[src/rtl/sprite_anim_seq.sv]
// sprite_anim_seq: sprite-animation frame sequencer with ROM address/pixel pipeline.
//   - Frame index advances on an internal tick (prescaler + dwell), in loop,
//     ping-pong, one-shot or freeze mode, and is applied only on vsync_pulse_i.
//   - Pixel path: rom_addr_o = frame_idx*FRAME_SIZE + pix_addr_i (registered),
//     pix_out_o/pix_valid_o return ROM_LAT+2 cycles after pix_req_i.
// Ports:
//   clk, rst_n                clock, asynchronous active-low reset
//   en_i, restart_i           time-base enable, synchronous rewind
//   mode_i, frame_hold_i      animation mode, extra ticks per frame
//   vsync_pulse_i             display frame boundary strobe
//   pix_req_i, pix_addr_i     pixel request and in-frame address
//   rom_addr_o, rom_data_i    sprite ROM interface
//   pix_out_o, pix_valid_o    pixel colour and strobe to the mixer
//   frame_idx_o, frame_adv_o  displayed frame, one-cycle change pulse
//   done_o                    one-shot finished (sticky until restart)
module sprite_anim_seq #(
   parameter int PIX_AW     = 12,
   parameter int DATA_W     = 12,
   parameter int NUM_FRAMES = 4,
   parameter int FRAME_SIZE = 4096,
   parameter int TICK_DIV   = 6000000,
   parameter int HOLD_W     = 4,
   parameter int ROM_LAT    = 1,
   parameter logic [DATA_W-1:0] TRANSP = 12'h000,
   localparam int FI_W   = (NUM_FRAMES > 1) ? $clog2(NUM_FRAMES) : 1,
   localparam int ROM_AW = PIX_AW + FI_W
) (
   input  logic              clk,
   input  logic              rst_n,
   input  logic              en_i,
   input  logic              restart_i,
   input  logic [1:0]        mode_i,
   input  logic [HOLD_W-1:0] frame_hold_i,
   input  logic              vsync_pulse_i,
   input  logic              pix_req_i,
   input  logic [PIX_AW-1:0] pix_addr_i,
   output logic [ROM_AW-1:0] rom_addr_o,
   input  logic [DATA_W-1:0] rom_data_i,
   output logic [DATA_W-1:0] pix_out_o,
   output logic              pix_valid_o,
   output logic [FI_W-1:0]   frame_idx_o,
   output logic              frame_adv_o,
   output logic              done_o
);

   localparam int PR_W = (TICK_DIV > 1) ? $clog2(TICK_DIV) : 1;
   localparam logic [PR_W-1:0]   PR_MAX = PR_W'(TICK_DIV - 1);
   localparam logic [FI_W-1:0]   LAST   = FI_W'(NUM_FRAMES - 1);
   localparam logic [ROM_AW-1:0] FS_RA  = ROM_AW'(FRAME_SIZE);
   localparam logic [PIX_AW:0]   FS_PA  = (PIX_AW + 1)'(FRAME_SIZE);

   localparam logic [1:0] MODE_LOOP = 2'd0;
   localparam logic [1:0] MODE_PP   = 2'd1;
   localparam logic [1:0] MODE_ONE  = 2'd2;
   localparam logic [1:0] MODE_FRZ  = 2'd3;
   localparam logic       DIR_UP    = 1'b0;
   localparam logic       DIR_DOWN  = 1'b1;

   logic [PR_W-1:0]   presc_q, presc_d;
   logic [HOLD_W-1:0] dwell_q, dwell_d;
   logic              pending_q, pending_d;
   logic              dir_q, dir_d;
   logic [FI_W-1:0]   idx_q, idx_d;
   logic              done_q, done_d;
   logic              adv_q, adv_d;
   logic              tick_s, set_pend_s, adv_s;
   logic [FI_W-1:0]   idx_nxt_s;
   logic              dir_nxt_s, done_nxt_s;

   logic [ROM_AW-1:0] rom_addr_q, rom_addr_d;
   logic [ROM_LAT:0]  req_q;
   logic [ROM_LAT:0]  oor_q;
   logic              oor_s;
   logic [DATA_W-1:0] pix_out_q;
   logic              pix_valid_q;

   // Time base, dwell counter, pending flag and next-frame selection.
   always_comb begin
      tick_s     = en_i && (presc_q == PR_MAX);
      // ">=" also catches frame_hold being lowered below the running dwell.
      set_pend_s = tick_s && (dwell_q >= frame_hold_i);
      adv_s      = vsync_pulse_i && (pending_q || set_pend_s) && (mode_i != MODE_FRZ)
                   && !done_q && !restart_i;

      idx_nxt_s  = idx_q;
      dir_nxt_s  = dir_q;
      done_nxt_s = done_q;
      case (mode_i)
         MODE_LOOP: begin
            idx_nxt_s = (idx_q == LAST) ? '0 : idx_q + FI_W'(1);
         end
         MODE_PP: begin
            if (LAST == '0) begin
               idx_nxt_s = '0;
            end else if (((dir_q == DIR_UP) && (idx_q != LAST)) || (idx_q == '0)) begin
               idx_nxt_s = idx_q + FI_W'(1);
               dir_nxt_s = DIR_UP;
            end else begin
               idx_nxt_s = idx_q - FI_W'(1);
               dir_nxt_s = DIR_DOWN;
            end
         end
         MODE_ONE: begin
            // Saturate at the last frame, which is also where done is raised.
            if (idx_q == LAST) begin
               idx_nxt_s  = idx_q;
               done_nxt_s = 1'b1;
            end else begin
               idx_nxt_s  = idx_q + FI_W'(1);
               done_nxt_s = ((idx_q + FI_W'(1)) == LAST);
            end
         end
         default: begin
            idx_nxt_s = idx_q;
         end
      endcase

      if (restart_i) begin
         presc_d   = '0;
         dwell_d   = '0;
         pending_d = 1'b0;
         idx_d     = '0;
         dir_d     = DIR_UP;
         done_d    = 1'b0;
         adv_d     = 1'b0;
      end else begin
         if (!en_i) begin
            presc_d = presc_q;
         end else if (tick_s) begin
            presc_d = '0;
         end else begin
            presc_d = presc_q + PR_W'(1);
         end
         if (!tick_s) begin
            dwell_d = dwell_q;
         end else if (set_pend_s) begin
            dwell_d = '0;
         end else begin
            dwell_d = dwell_q + HOLD_W'(1);
         end
         pending_d = (pending_q || set_pend_s) && !adv_s;
         if (adv_s) begin
            idx_d  = idx_nxt_s;
            dir_d  = dir_nxt_s;
            done_d = done_nxt_s;
         end else begin
            idx_d  = idx_q;
            dir_d  = dir_q;
            done_d = done_q;
         end
         adv_d = adv_s && (idx_nxt_s != idx_q);
      end
   end

   // Animation control state registers.
   always_ff @(posedge clk or negedge rst_n) begin
      if (!rst_n) begin
         presc_q   <= '0;
         dwell_q   <= '0;
         pending_q <= 1'b0;
         dir_q     <= DIR_UP;
         idx_q     <= '0;
         done_q    <= 1'b0;
         adv_q     <= 1'b0;
      end else begin
         presc_q   <= presc_d;
         dwell_q   <= dwell_d;
         pending_q <= pending_d;
         dir_q     <= dir_d;
         idx_q     <= idx_d;
         done_q    <= done_d;
         adv_q     <= adv_d;
      end
   end

   // ROM address and range flag; frame index is the one held this cycle.
   always_comb begin
      rom_addr_d = ROM_AW'(idx_q) * FS_RA + ROM_AW'(pix_addr_i);
      oor_s      = ({1'b0, pix_addr_i} >= FS_PA);
   end

   // Pixel pipeline: req/oor travel alongside the ROM read, output on last stage.
   always_ff @(posedge clk or negedge rst_n) begin
      if (!rst_n) begin
         rom_addr_q  <= '0;
         req_q       <= '0;
         oor_q       <= '0;
         pix_out_q   <= '0;
         pix_valid_q <= 1'b0;
      end else begin
         rom_addr_q <= rom_addr_d;
         req_q      <= {req_q[ROM_LAT-1:0], pix_req_i};
         oor_q      <= {oor_q[ROM_LAT-1:0], oor_s};
         if (req_q[ROM_LAT]) begin
            pix_out_q   <= oor_q[ROM_LAT] ? TRANSP : rom_data_i;
            pix_valid_q <= 1'b1;
         end else begin
            pix_out_q   <= pix_out_q;
            pix_valid_q <= 1'b0;
         end
      end
   end

   assign rom_addr_o  = rom_addr_q;
   assign pix_out_o   = pix_out_q;
   assign pix_valid_o = pix_valid_q;
   assign frame_idx_o = idx_q;
   assign frame_adv_o = adv_q;
   assign done_o      = done_q;

endmodule

[config.mk]
export PLATFORM = sky130hd
export DESIGN_NAME = sprite_anim_seq
export DESIGN_NICKNAME = d
export VERILOG_FILES = /design/src/rtl/sprite_anim_seq.sv
export SDC_FILE = /design/constraint.sdc
export NUM_CORES = 1
export LEC_CHECK = 0
export BUFFER_PORTS_ARGS = -buffer_cell sky130_fd_sc_hd__buf_4
export CAP_MARGIN = 20
export CORE_MARGIN = 1
export CORE_UTILIZATION = 26
export CTS_BUF_LIST = sky130_fd_sc_hd__clkbuf_8 sky130_fd_sc_hd__clkbuf_16
export DETAILED_ROUTE_END_ITERATION = 7
export SLEW_MARGIN = 25
export SYNTH_ARGS = -nofsm -noshare
export SYNTH_HDL_FRONTEND = slang
export SYNTH_SLANG_ARGS = --single-unit
[constraint.sdc]
create_clock -name clk -period 2.1 [get_ports clk]
set_clock_uncertainty 0.2 [all_clocks]
set_input_delay 0.105 -clock clk [delete_from_list [all_inputs] [get_ports clk]]
set_output_delay 0.105 -clock clk [all_outputs]
set_load 0.02 [all_outputs]
* Word level (Yosys, flattened, before mapping)
Index checks and enable logic that the tools add are counted.
** Word-level totals
- Bits in registers :: 62
- Word-level logic and storage cells :: 72
- Input bits :: 36
- Output and inout bits :: 31
** Cells by class
- Equal/unequal tests :: 8
- Add/subtract/negate cells :: 5
- Multiplexer cells :: 23
- Bitwise gates (word level) :: 1
- Reduce and logical (&&, ||, !) cells :: 23
- Order comparisons :: 1
** Operator list (count)
- 23-bit two-way mux :: 3
- 23-bit by 1-bit adder with 23-bit output, second input constant :: 1
- 23-bit == test, second input constant :: 1
- 14-bit by 12-bit adder with 14-bit output :: 1
- 4-bit two-way mux :: 3
- 1-bit two-way mux :: 11
- 2-bit two-way mux :: 5
- 2-bit nonzero test :: 5
- 1-bit logical AND :: 9
- 2-bit == test, second input constant :: 3
- 2-bit one-hot mux with 3 select lines :: 1
- 4-bit by 1-bit adder with 4-bit output, second input constant :: 1
- 4-bit greater-or-equal comparator :: 1
- 2-bit logical NOT :: 2
- 2-bit != test, second input constant :: 2
- 2-bit AND reduction :: 2
- 1-bit logical NOT :: 3
- 2-bit by 1-bit adder with 2-bit output, second input constant :: 1
- 2-bit by 1-bit == test with 1-bit output, second input constant :: 1
- 1-bit logical OR :: 2
- 2-bit != test :: 1
- 2-bit by 1-bit subtractor with 2-bit output, second input constant :: 1
- 1-bit inverter :: 1

* Longest topological paths before layout
Gate-level depths: netlist of run 1.
- Depth in word-level cells :: 11
- Mapped depth :: 7
- Gate-level depth less buffers :: 7

* Worst setup path before layout of run 1
OpenSTA, ideal clock, no wires.
- Path kind :: register -> register
- From :: reg dwell_q[0]
- To :: reg dir_q
- Setup slack :: 22 ps
- Required time :: 1801 ps
- Path buffers :: 0
- Cell stages (with the launch flop) :: 8
- Period minus slack after synthesis :: 2078 ps
- Data arrival time :: 1779 ps
- Cells stage by stage :: dfrtp_1 -> inv_1 -> ha_1 -> nand2b_1 -> a2111o_1 -> and2_4 -> a21o_1 -> a311oi_1
** On the way
- Longest elaborated chain between the ends :: 9
** RTL lines
- start, declared :: line 60 : logic [HOLD_W-1:0] dwell_q, dwell_d;
- start signal, assigned :: line 167 : dwell_q <= dwell_d;
- 4-bit greater-or-equal comparator :: line 81 : set_pend_s = tick_s && (dwell_q >= frame_hold_i);
- 1-bit logical AND :: line 81
- 1-bit logical OR :: line 82 : adv_s = vsync_pulse_i && (pending_q || set_pend_s) && (mode_i != MODE_FRZ)
- 1-bit logical AND (2 in a row) :: line 82
- 1-bit logical AND (2 in a row) :: line 83 : && !done_q && !restart_i;
- 2-bit nonzero test (no source line)
- 2-bit AND reduction (no source line)
- end signal, assigned :: line 169 : dir_q <= dir_d;
- end, declared :: line 62 : logic dir_q, dir_d;
No other way between the ends.
A chain may end at the register's enable or synchronous reset.

* Final worst setup path of run 1
Ends and elaborated chain as after synthesis.

==> results of run 1 <==
## worst max-delay path, delay by kind of cell (launching register included)
| family | cells | cell delay, ps |
|---|---|---|
| AND/OR/NAND/NOR | 2 | 300 |
| AO/OA/AOI/OAI | 3 | 780 |
| flip-flops | 1 | 350 |
| buffers and inverters | 1 | 40 |
| adder cells (fa/ha/maj) | 1 | 250 |
## registers in the layout, summed over array words and instances (netlist names), 2 cells and up
register     cells
dwell_q          4
frame_idx_o      2
pix_out_o       12
presc_q         23
req_q            2
rom_addr_o      14
## layer usage
| layer | GRT usage, % | vias to the layer above | wire (um) |
|---|---|---|---|
| li1 | - | 1193 | - |
| met1 | 14.9 | 1239 | 3050 |
| met2 | 23.2 | 45 | 3530 |
| met3 | 3.41 | 9 | 240 |
| met4 | 4.05 | 0 | 99 |
| met5 | 0 | - | 0 |
## cell usage in the layout (no fill, tap or decap), types with 2 or more instances in the layout
master and n:
a21o_1 2, a21oi_1 10, a221oi_2 2, and3_1 2, and4_1 2, buf_4 84, clkbuf_16 9, clkinv_2 2
clkinv_4 2, dfrtp_1 62, dlygate4sd3_1 28, ha_1 11, inv_1 11, mux2_2 14, mux2i_1 2, nand2_1 22
nand2b_1 3, nand3_1 8, nand4_1 14, nand4b_1 2, nor2_1 32, nor2b_1 2, nor3_1 7, o21ai_1 2
xnor2_1 4, xor2_1 15
## power breakdown
part / total, mW / switching (mW) / internal, mW
logic: 0.323 / 0.152 / 0.171
clock network: 1.46 / 0.538 / 0.921
registers: 1.27 / 0.0276 / 1.24
total: 3.05 / 0.718 / 2.33
## cell type report
cell class,count,area [um2],share of cell area [%]
Sequential cell,62,1550,35.5
Multi-Input combinational cell,190,1370,31.3
Timing Repair Buffer,113,931,21.3
Clock buffer,9,225,5.15
Tap cell,140,175,4.01
Clock inverter,7,73.8,1.69
Inverter,12,45.0,1.03
## metrics by stage
stage	setup TNS (ps)	instances	setup WS, ps	total power, mW
finish	0	533	76.4	3.05
global placement	0	489	28.1	1.56
global route	-15.6	533	-15.6	3.18
CTS	0	533	3.33	3.09
floorplan	0	272	21.7	1.40
detailed placement	0	489	19.6	1.57
## worst max path at each step
stage / from / end / slack (ps)
floorplan: dwell_q[0]$_DFFE_PN0P_ / dir_q$_DFFE_PN0P_ / 20
global placement: dwell_q[0]$_DFFE_PN0P_ / dir_q$_DFFE_PN0P_ / 30
detailed placement: dwell_q[0]$_DFFE_PN0P_ / dir_q$_DFFE_PN0P_ / 20
CTS: dwell_q[0]$_DFFE_PN0P_ / dir_q$_DFFE_PN0P_ / 3
global route: dwell_q[0]$_DFFE_PN0P_ / dir_q$_DFFE_PN0P_ / -20
finish: dwell_q[0]$_DFFE_PN0P_ / dir_q$_DFFE_PN0P_ / 80
## logic make-up after synthesis
kind of cell               Yosys count
xor gates and xnor gates            19
AOI/OAI and AO/OA                   33
buffers and inverters               20
DFF                                 62
muxes                               16
adders and majority gates           11
and+or+nand+nor                    111
## what timing repair did
item / in CTS / in global routing
setup buffers: 0 / 0
hold endpoints to repair: 98 / 0
setup endpoints to repair: 0 / 7
hold buffers: 28 / 0
gates resized for setup: 0 / 8
==> run metrics, run 1 <==
outcome complete, no violations; mux cell area share after synthesis 5.99%; Min Hold Slack 59.3 ps; Power Dens Cells 697 nW/um2; dpl cell area 3760 um2; Die Y-Extent 109 um; setup violators final 0; top_reg_cell synth dfrtp_1; Synthesized Nets 319; CTS Root Cell clkbuf_16; num rows 38; Slew @ Worst Pin 779 ps; die width 109 um; worst hold path type primary input to flop; CTS Sinks 62; Netlist cell types 55; Post-DRT Antenna Nets 0; max-cap viol count 0; area share of the leading cell type in the synthesized netlist 52.3%; Leakage 1.98 nW; vias per std cell 4.66; Die ar. 11800 um2; Crit Path Category flop to flop; core area 11000 um2; Synth Area in Compound Gates 7.97%; FMAX 494 MHz; mean post-synth cell area 10.9 um2; vias after detailed routing 2486; crit start category flop; Initial Utilization 27.0%; IO Pins 67; worst reg2reg path depth 7; xor/xnor cell area share of the yosys netlist 5.61%; CP peak stage delay 390 ps; largest family of logic cells by synthesized area simple AND/OR/NAND/NOR gates; CP Max Fanout 3; synthesis-to-finish area growth 47.3%; Final Instance Area 4370 um2; Syn. warnings 0; arrival time at the worst endpoint 2050 ps; worst r2r src dwell_q[0]$_DFFE_PN0P_; Detailed Route Iter0 Violations 142; Yosys reg bits 62; RSZ-0062 raised after global routing true; # port buffers 66; Post-synth EDFFs 0; post-synthesis cell area 2970 um2; count leader, synth dfrtp_1; HPWL Detailed 4.66 mm; first-pass GRT wire length 11.9 mm; final WL 6.93 mm; CP Capture Type flop; Skew-Pair Late Insertion Delay 320 ps; CTS H-Tree Depth 3; Slowest cell on crit path a2111o_1; GRT Total Usage 12.9%; final core occ 39.8%; worst vdd ir 0.509 mV; reg2reg setup slack 80 ps; critical-path cell list inv_2 > ha_1 > nand2b_1 > a2111o_1 > and2_4 > a21o_1 > a311oi_2; vias in the first global route 2642; total grt overflow 0; final worst-path cycle share 96.4%; Worst-path clk slew 60 ps; post-synthesis adder-cell area fraction 4.64%; Final GP Congestion 0.778; WHS Endpoint done_o$_DFFE_PN0P_; # DRC 0; max-slew violation count 0; final hold viol count 0; Async SR Flop Fraction 100%; Final #Nets 435; initial antenna violation count 0; Rel. slew slack 48.1%; CTS max path bufs 2; Worst Hold Depth 4; drt wl/cell 13.0 um; CTS tree done; top cell type by total area after synthesis dfrtp_1; CTS buffer count 9; drt first pass iters 4; Antenna Cells 0; proportion of layout cells with a drive suffix above 1 33.8%; synthesized netlist cell count 272; largest net degree at the start of global routing 63; Filler cells 1053; required time of the critical path 2130 ps; final worst path period need 2020 ps; Area contributors post-synth dfrtp_1, mux2_2, ha_1; register area share after synthesis 52.3%; Synth top cells by count dfrtp_1, nor2_1, nand2_1, xor2_1; FF-to-FF End dir_q$_DFFE_PN0P_; hold path startpoint vsync_pulse_i; synthesized-area fraction occupied by and/or/nand/nor cells 20.7%
Power figures use the tool's default switching activity.
==> run 2: changes to the inputs <==
--- a/config.mk
+++ b/config.mk
@@ -5,12 +5,15 @@
 export SDC_FILE = /design/constraint.sdc
 export NUM_CORES = 1
 export LEC_CHECK = 0
+export ABC_CLOCK_PERIOD_IN_PS = 2100
 export BUFFER_PORTS_ARGS = -buffer_cell sky130_fd_sc_hd__buf_4
 export CAP_MARGIN = 20
 export CORE_MARGIN = 1
-export CORE_UTILIZATION = 26
+export CORE_UTILIZATION = 48
 export CTS_BUF_LIST = sky130_fd_sc_hd__clkbuf_8 sky130_fd_sc_hd__clkbuf_16
 export DETAILED_ROUTE_END_ITERATION = 7
+export HOLD_SLACK_MARGIN = 0.03
+export PLACE_DENSITY = 0.75
 export SLEW_MARGIN = 25
 export SYNTH_ARGS = -nofsm -noshare
 export SYNTH_HDL_FRONTEND = slang
==> run metrics, run 2 (synthesis gave the netlist of run 1 again) <==
outcome complete, but fails checks (was complete, no violations); failing checks negative setup slack; most frequent cells in the layout buf_4, dfrtp_1, nor2_1, dlygate4sd3_1, nand2_1 (was buf_4, dfrtp_1, nor2_1); sequential cell area 1550 um2 (unchanged); CTS Root Cell clkbuf_8 (was clkbuf_16); Rel. slew slack 48.6% (was 48.1%); Final #Nets 441 (was 435); critical-path cell list inv_2 > ha_4 > nand2b_4 > a2111o_1 > and2_4 > a21o_1 > a22o_1 (was inv_2 > ha_1 > nand2b_1 > a2111o_1 > and2_4 > a21o_1 > a311oi_2); Final GP Congestion 0.844 (was 0.778); vias per std cell 5.41 (was 4.66); crit start category flop (unchanged); Final Instance Area 4280 um2 (was 4370 um2); CTS Sinks 62 (unchanged); setup violators final 6 (was 0); die width 80.6 um (was 109 um); final hold viol count 0 (unchanged); post-layout power 2.78 mW (was 3.05 mW); Initial Utilization 49.8% (was 27.0%); CTS max path bufs 2 (unchanged); first-pass GRT wire length 11.5 mm (was 11.9 mm); # port buffers 66 (unchanged); final worst path period need 2200 ps (was 2020 ps); worst vdd ir 0.541 mV (was 0.509 mV); arrival time at the worst endpoint 2240 ps (was 2050 ps); total grt overflow 0 (unchanged); Leakage 1.96 nW (was 1.98 nW); num rows 28 (was 38); core area 5960 um2 (was 11000 um2); Slowest cell on crit path a2111o_1 (unchanged); max-cap viol count 0 (unchanged); Post-DRT Antenna Nets 0 (unchanged); worst hold path type flop to flop (was primary input to flop); IO Pins 67 (unchanged); Filler cells 407 (was 1053); Die Y-Extent 80.6 um (was 109 um); max reg flops 23 (unchanged); Slew @ Worst Pin 770 ps (was 779 ps); required time of the critical path 2140 ps (was 2130 ps); dpl cell area 3640 um2 (was 3760 um2); GRT Total Usage 24.3% (was 12.9%); DR top layer met4 (unchanged); Skew-Pair Late Insertion Delay 350 ps (was 320 ps); CTS buffer count 9 (unchanged); met3 WL 360 um (was 240 um); initial antenna violation count 0 (unchanged); setup TNS -396 ps (was 0 ps); Power Dens Cells 651 nW/um2 (was 697 nW/um2); CTS H-Tree Depth 3 (unchanged); largest net degree at the start of global routing 63 (unchanged); drt wl/cell 16.2 um (was 13.0 um); final WL 7.66 mm (was 6.93 mm); RSZ-0062 raised after global routing true (unchanged); Detailed Route Iter0 Violations 170 (was 142); Reg with most FFs presc_q (unchanged); Final WS setup -98.6 ps (was 76.4 ps); CP Max Fanout 3 (unchanged); vias in the first global route 2432 (was 2642); CTS tree done (unchanged); commonest non-fill, non-tap cell in the layout buf_4 (unchanged); Antenna Cells 0 (unchanged); Min Hold Slack 153 ps (was 59.3 ps); multi-input logic area 1390 um2 (was 1370 um2); synthesis-to-finish area growth 44.1% (was 47.3%); Crit Path Category flop to flop (unchanged); Worst-path clk slew 80 ps (was 60 ps); vias after detailed routing 2559 (was 2486); # DRC 0 (unchanged); drt first pass iters 4 (unchanged); wire length on met2 3.99 mm (was 3.53 mm); final worst-path cycle share 105% (was 96.4%); proportion of layout cells with a drive suffix above 1 34.4% (was 33.8%); FMAX 455 MHz (was 494 MHz); CP Capture Type flop (unchanged); max-slew violation count 0 (unchanged); CP peak stage delay 460 ps (was 390 ps); Die ar. 6500 um2 (was 11800 um2); HPWL Detailed 4.53 mm (was 4.66 mm); M1 WL 3.17 mm (was 3.05 mm)
run 2: cell count changes in the layout (fill, tap and decap cells not counted), moves of 3 or more:
cell / previous run / this run
clkbuf_16: 9 / 0
clkbuf_8: 0 / 10
buf_4: 84 / 87
dlygate4sd3_1: 28 / 32
run 2: power breakdown:
part	internal (mW)	leakage, nW	switching [mW]
Clock	0.695	0.105	0.476
Sequential	1.24	0.802	0.0284
Combinational	0.179	1.06	0.165
run 2: metal layers:
layer | up-vias | global-route usage (%)
met5 | - | 0
met3 | 14 | 7.50
met4 | 0 | 8.57
met2 | 77 | 41.5
li1 | 1203 | -
met1 | 1265 | 28.5
run 2: final cells by class:
class	instances	share of cell area, %
Clock buffer	10	3.22
Tap cell	75	2.19
Inverter	12	1.05
Clock inverter	5	1.96
Sequential cell	62	36.3
Multi-Input combinational cell	190	32.5
Timing Repair Buffer	119	22.8
run 2: what timing repair did:
action / CTS / global route
endpoints found under the hold margin: 104 / 0
setup buffers: 1 / 4
pin swaps: 1 / 7
setup endpoints to repair: 1 / 11
resized for setup: 0 / 12
hold buffers: 32 / 0
run 2: final timing paths:
path	cells past startpoint	to	from	slack [ps]
max reg2reg	7	done_o$_DFFE_PN0P_	dwell_q[0]$_DFFE_PN0P_	-100
min reg2reg	0	req_q[1]$_DFF_PN0_	req_q[0]$_DFF_PN0_	150
min in group asynchronous	2	pix_out_o[11]$_DFFE_PN0P_	rst_n	170
min	0	req_q[1]$_DFF_PN0_	req_q[0]$_DFF_PN0_	150
max in group asynchronous	2	presc_q[16]$_DFFE_PN0P_	rst_n	1010
max	7	done_o$_DFFE_PN0P_	dwell_q[0]$_DFFE_PN0P_	-100
run 2: critical path, delay by kind of cell, from the launching register on:
family	cells	cell delay [ps]
fa+ha+maj	1	200
flops	1	420
compound gates	3	840
buf+inv	1	100
simple gates	2	320
run 2: through the flow:
| stage | worst slack, ps | std cells | util [%] |
|---|---|---|---|
| after CTS | 3.09 | 469 | 70.3 |
| after global routing | -168 | 473 | 71.8 |
| after global placement | 10.3 | 421 | 61.1 |
| after detailed placement | -56.4 | 421 | 61.1 |
| after floorplan | 21.7 | 272 | - |
| final | -98.6 | 473 | 71.8 |
==> run 3: changes to the inputs <==
--- a/config.mk
+++ b/config.mk
@@ -5,15 +5,16 @@
 export SDC_FILE = /design/constraint.sdc
 export NUM_CORES = 1
 export LEC_CHECK = 0
+export ABC_AREA = 1
 export ABC_CLOCK_PERIOD_IN_PS = 2100
 export BUFFER_PORTS_ARGS = -buffer_cell sky130_fd_sc_hd__buf_4
 export CAP_MARGIN = 20
 export CORE_MARGIN = 1
-export CORE_UTILIZATION = 48
+export CORE_UTILIZATION = 49
 export CTS_BUF_LIST = sky130_fd_sc_hd__clkbuf_8 sky130_fd_sc_hd__clkbuf_16
 export DETAILED_ROUTE_END_ITERATION = 7
 export HOLD_SLACK_MARGIN = 0.03
-export PLACE_DENSITY = 0.75
+export PLACE_DENSITY = 0.76
 export SLEW_MARGIN = 25
 export SYNTH_ARGS = -nofsm -noshare
 export SYNTH_HDL_FRONTEND = slang
==> run metrics, run 3 <==
# port buffers 66 (unchanged); dpl cell area 3670 um2 (was 3640 um2); Antenna Cells 0 (unchanged); final worst-path cycle share 89.7% (was 105%); Rel. slew slack 48.5% (was 48.6%); # DRC 0 (unchanged); proportion of layout cells with a drive suffix above 1 26.0% (was 34.4%); Final #Nets 503 (was 441); initial antenna violation count 0 (unchanged); area share of the leading cell type in the synthesized netlist 50.5% (was 52.3%); vias per std cell 5.01 (was 5.41); Final Instance Area 4220 um2 (was 4280 um2); synthesized netlist cell count 349 (was 272); CP Capture Type flop (unchanged); drt wl/cell 13.9 um (was 16.2 um); Crit Path Category flop to flop (unchanged); crit start category flop (unchanged); die width 81.2 um (was 80.6 um); critical-path cell list inv_1 > ha_1 > inv_1 > o21ai_0 > nand2_1 > nand2_1 > o21ai_0 > nor2_1 > nor2_1 > nor2_1 (was inv_2 > ha_4 > nand2b_4 > a2111o_1 > and2_4 > a21o_1 > a22o_1); largest net degree at the start of global routing 63 (unchanged); Min Hold Slack 92.5 ps (was 153 ps); max reg flops 23 (unchanged); Top Family by Delay on Critical Path flip-flops (was compound AO/OA/AOI/OAI gates); Post-DRT Antenna Nets 0 (unchanged); Area contributors post-synth dfrtp_1, nand2_1, inv_1 (was dfrtp_1, mux2_2, ha_1); Async SR Flop Fraction 100% (unchanged); mux cell area share after synthesis 4.40% (was 5.99%); setup violators final 0 (was 6); Syn. warnings 0 (unchanged); Skew-Pair Late Insertion Delay 350 ps (about the same); Power Dens Cells 697 nW/um2 (was 651 nW/um2); Reg with most FFs presc_q (unchanged); Slowest cell on crit path dfrtp_1 (was a2111o_1); core area 5990 um2 (was 5960 um2); HPWL Detailed 4.96 mm (was 4.53 mm); Worst-path clk slew 70 ps (was 80 ps); Worst Hold Depth 4 (was 0); P_sw 726 uW (was 670 uW); max-slew violation count 0 (unchanged); top cell type by total area after synthesis dfrtp_1 (unchanged); Yosys reg bits 62 (unchanged); CTS buffer count 9 (unchanged); RSZ-0062 raised after global routing false (was true); final worst path period need 1880 ps (was 2200 ps); vias after detailed routing 2685 (was 2559); outcome complete, no violations (was complete, but fails checks); Slew @ Worst Pin 772 ps (was 770 ps); GRT Total Usage 25.7% (was 24.3%); top_reg_cell synth dfrtp_1 (unchanged); synthesized-area fraction occupied by and/or/nand/nor cells 25.3% (was 20.7%); Clock power frac 44.5% (was 42.1%); Final WS setup 216 ps (was -98.6 ps); sequential share of power 43.5% (was 45.5%); total grt overflow 0 (unchanged); CTS Root Cell clkbuf_8 (unchanged); Netlist cell types 31 (was 55); Final GP Congestion 0.879 (was 0.844); setup bufs post-CTS 0 (was 1); post-layout power 2.94 mW (was 2.78 mW); post-synthesis adder-cell area fraction 4.48% (was 4.64%); Levels on crit path 10 (was 7); Place WS 149 ps (was -56.4 ps); vias in the first global route 2689 (was 2432); CTS H-Tree Depth 3 (unchanged); Post-synth EDFFs 0 (unchanged); max-cap viol count 0 (unchanged); largest family of logic cells by synthesized area simple AND/OR/NAND/NOR gates (unchanged); combinational power share 12.1% (was 12.4%); worst vdd ir 0.557 mV (was 0.541 mV); mean post-synth cell area 8.81 um2 (was 10.9 um2); worst reg2reg path depth 10 (was 7); post-synthesis cell area 3070 um2 (was 2970 um2); commonest non-fill, non-tap cell in the layout buf_4 (unchanged); arrival time at the worst endpoint 1960 ps (was 2240 ps); Initial Utilization 51.3% (was 49.8%); CTS Sinks 62 (unchanged); CP Max Fanout 9 (was 3); Detailed Route Iter0 Violations 169 (was 170); count leader, synth nand2_1 (was dfrtp_1); most frequent cells in the layout buf_4, nand2_1, dfrtp_1 (was buf_4, dfrtp_1, nor2_1, dlygate4sd3_1, nand2_1); CP bufs+invs 2 (was 1); final WL 7.44 mm (was 7.66 mm); critical path's most frequent cell nor2_1; required time of the critical path 2170 ps (was 2140 ps); synthesis-to-finish area growth 37.3% (was 44.1%); drt first pass iters 4 (unchanged); first-pass GRT wire length 12.4 mm (was 11.5 mm); CTS max path bufs 2 (unchanged); xor/xnor cell area share of the yosys netlist 3.42% (was 5.61%); Die ar. 6590 um2 (was 6500 um2); Leakage 2.10 nW (was 1.96 nW); Die Y-Extent 81.2 um (was 80.6 um); Synthesized Nets 396 (was 319); CP peak stage delay 500 ps (was 460 ps); worst hold path type primary input to flop (was flop to flop); Switching Fraction 24.7% (was 24.1%); Synth Area in Compound Gates 4.84% (was 7.97%); Synth top cells by count nand2_1, dfrtp_1, inv_1, nor2_1, nand3_1 (was dfrtp_1, nor2_1, nand2_1, xor2_1); FMAX 531 MHz (was 455 MHz); num rows 28 (unchanged); IO Pins 67 (unchanged); CTS tree done (unchanged); P_int 2.21 mW (was 2.11 mW); final hold viol count 0 (unchanged); register area share after synthesis 50.5% (was 52.3%); setup TNS 0 ps (was -396 ps)
run 3: changes by cell type after synthesis, moves of 5 or more:
cell / delta
nand2_1: +43
inv_1: +38
nand3_1: +16
nand4_1: -9
o21ai_0: +9
nor2_1: +7
nor2_2: +7
nand2_2: +6
nor3_1: +6
xor2_1: -5
run 3: through the flow:
stage | util [%] | std cells
finish | 70.5 | 536
global route | 70.5 | 536
CTS | 70.3 | 536
detailed placement | 61.2 | 490
global placement | 61.2 | 490
floorplan | - | 349
run 3: worst paths after layout:
check | endpoint | slack [ps] | from
min reg2reg | req_q[1]$_DFF_PN0_ | 160 | req_q[0]$_DFF_PN0_
max reg2reg | frame_adv_o$_DFF_PN0_ | 220 | frame_idx_o[0]$_DFFE_PN0P_
max | frame_adv_o$_DFF_PN0_ | 220 | frame_idx_o[0]$_DFFE_PN0P_
min | frame_adv_o$_DFF_PN0_ | 90 | vsync_pulse_i
max in group asynchronous | dir_q$_DFFE_PN0P_ | 1000 | rst_n
min in group asynchronous | rom_addr_o[0]$_DFF_PN0_ | 190 | rst_n
run 3: logic make-up after synthesis:
| family | after synthesis |
|---|---|
| and+or+nand+nor | 169 |
| xor gates and xnor gates | 12 |
| AOI/OAI and AO/OA | 27 |
| muxes | 12 |
| DFF | 62 |
| adders and majority gates | 11 |
| buffers and inverters | 56 |
run 3: repair_timing:
action | CTS | global route
endpoints found under the hold margin | 95 | 0
gates resized for setup | 0 | 2
hold buffers | 30 | 0
endpoints found under the setup margin | 0 | 2
run 3: tightest hold or removal path: stages:
cell and delay, ps:
buf_4 100, nor3b_1 170, nand3_1 150, nor2_1 70
run 3: area by class of cell:
class                      count  area (um2)
fill                         453        1770
sequential                    62        1550
multi-input combinational    231        1320
timing repair buffer          99         818
inverter                      53         199
clock buffer                   9         124
clock inverter                 7         120
tap                           75        93.8
run 3: power by group through the flow:
stage / Sequential (mW) / Combinational (mW) / Clock, mW
3_3_place_gp: 1.30 / 0.296 / 0
3_5_place_dp: 1.30 / 0.305 / 0
2_1_floorplan: 1.34 / 0.103 / 0
6_report: 1.28 / 0.355 / 1.31
5_1_grt: 1.28 / 0.387 / 1.38
4_1_cts: 1.28 / 0.351 / 1.32
run 3: layer usage:
metal / part of all wire [%] / track usage (%) / vias to the layer above
li1: - / - / 1324
met1: 41 / 29.4 / 1283
met2: 53 / 44.9 / 62
met3: 3.4 / 4.72 / 16
met4: 2.7 / 14.3 / 0
met5: 0 / 0 / -
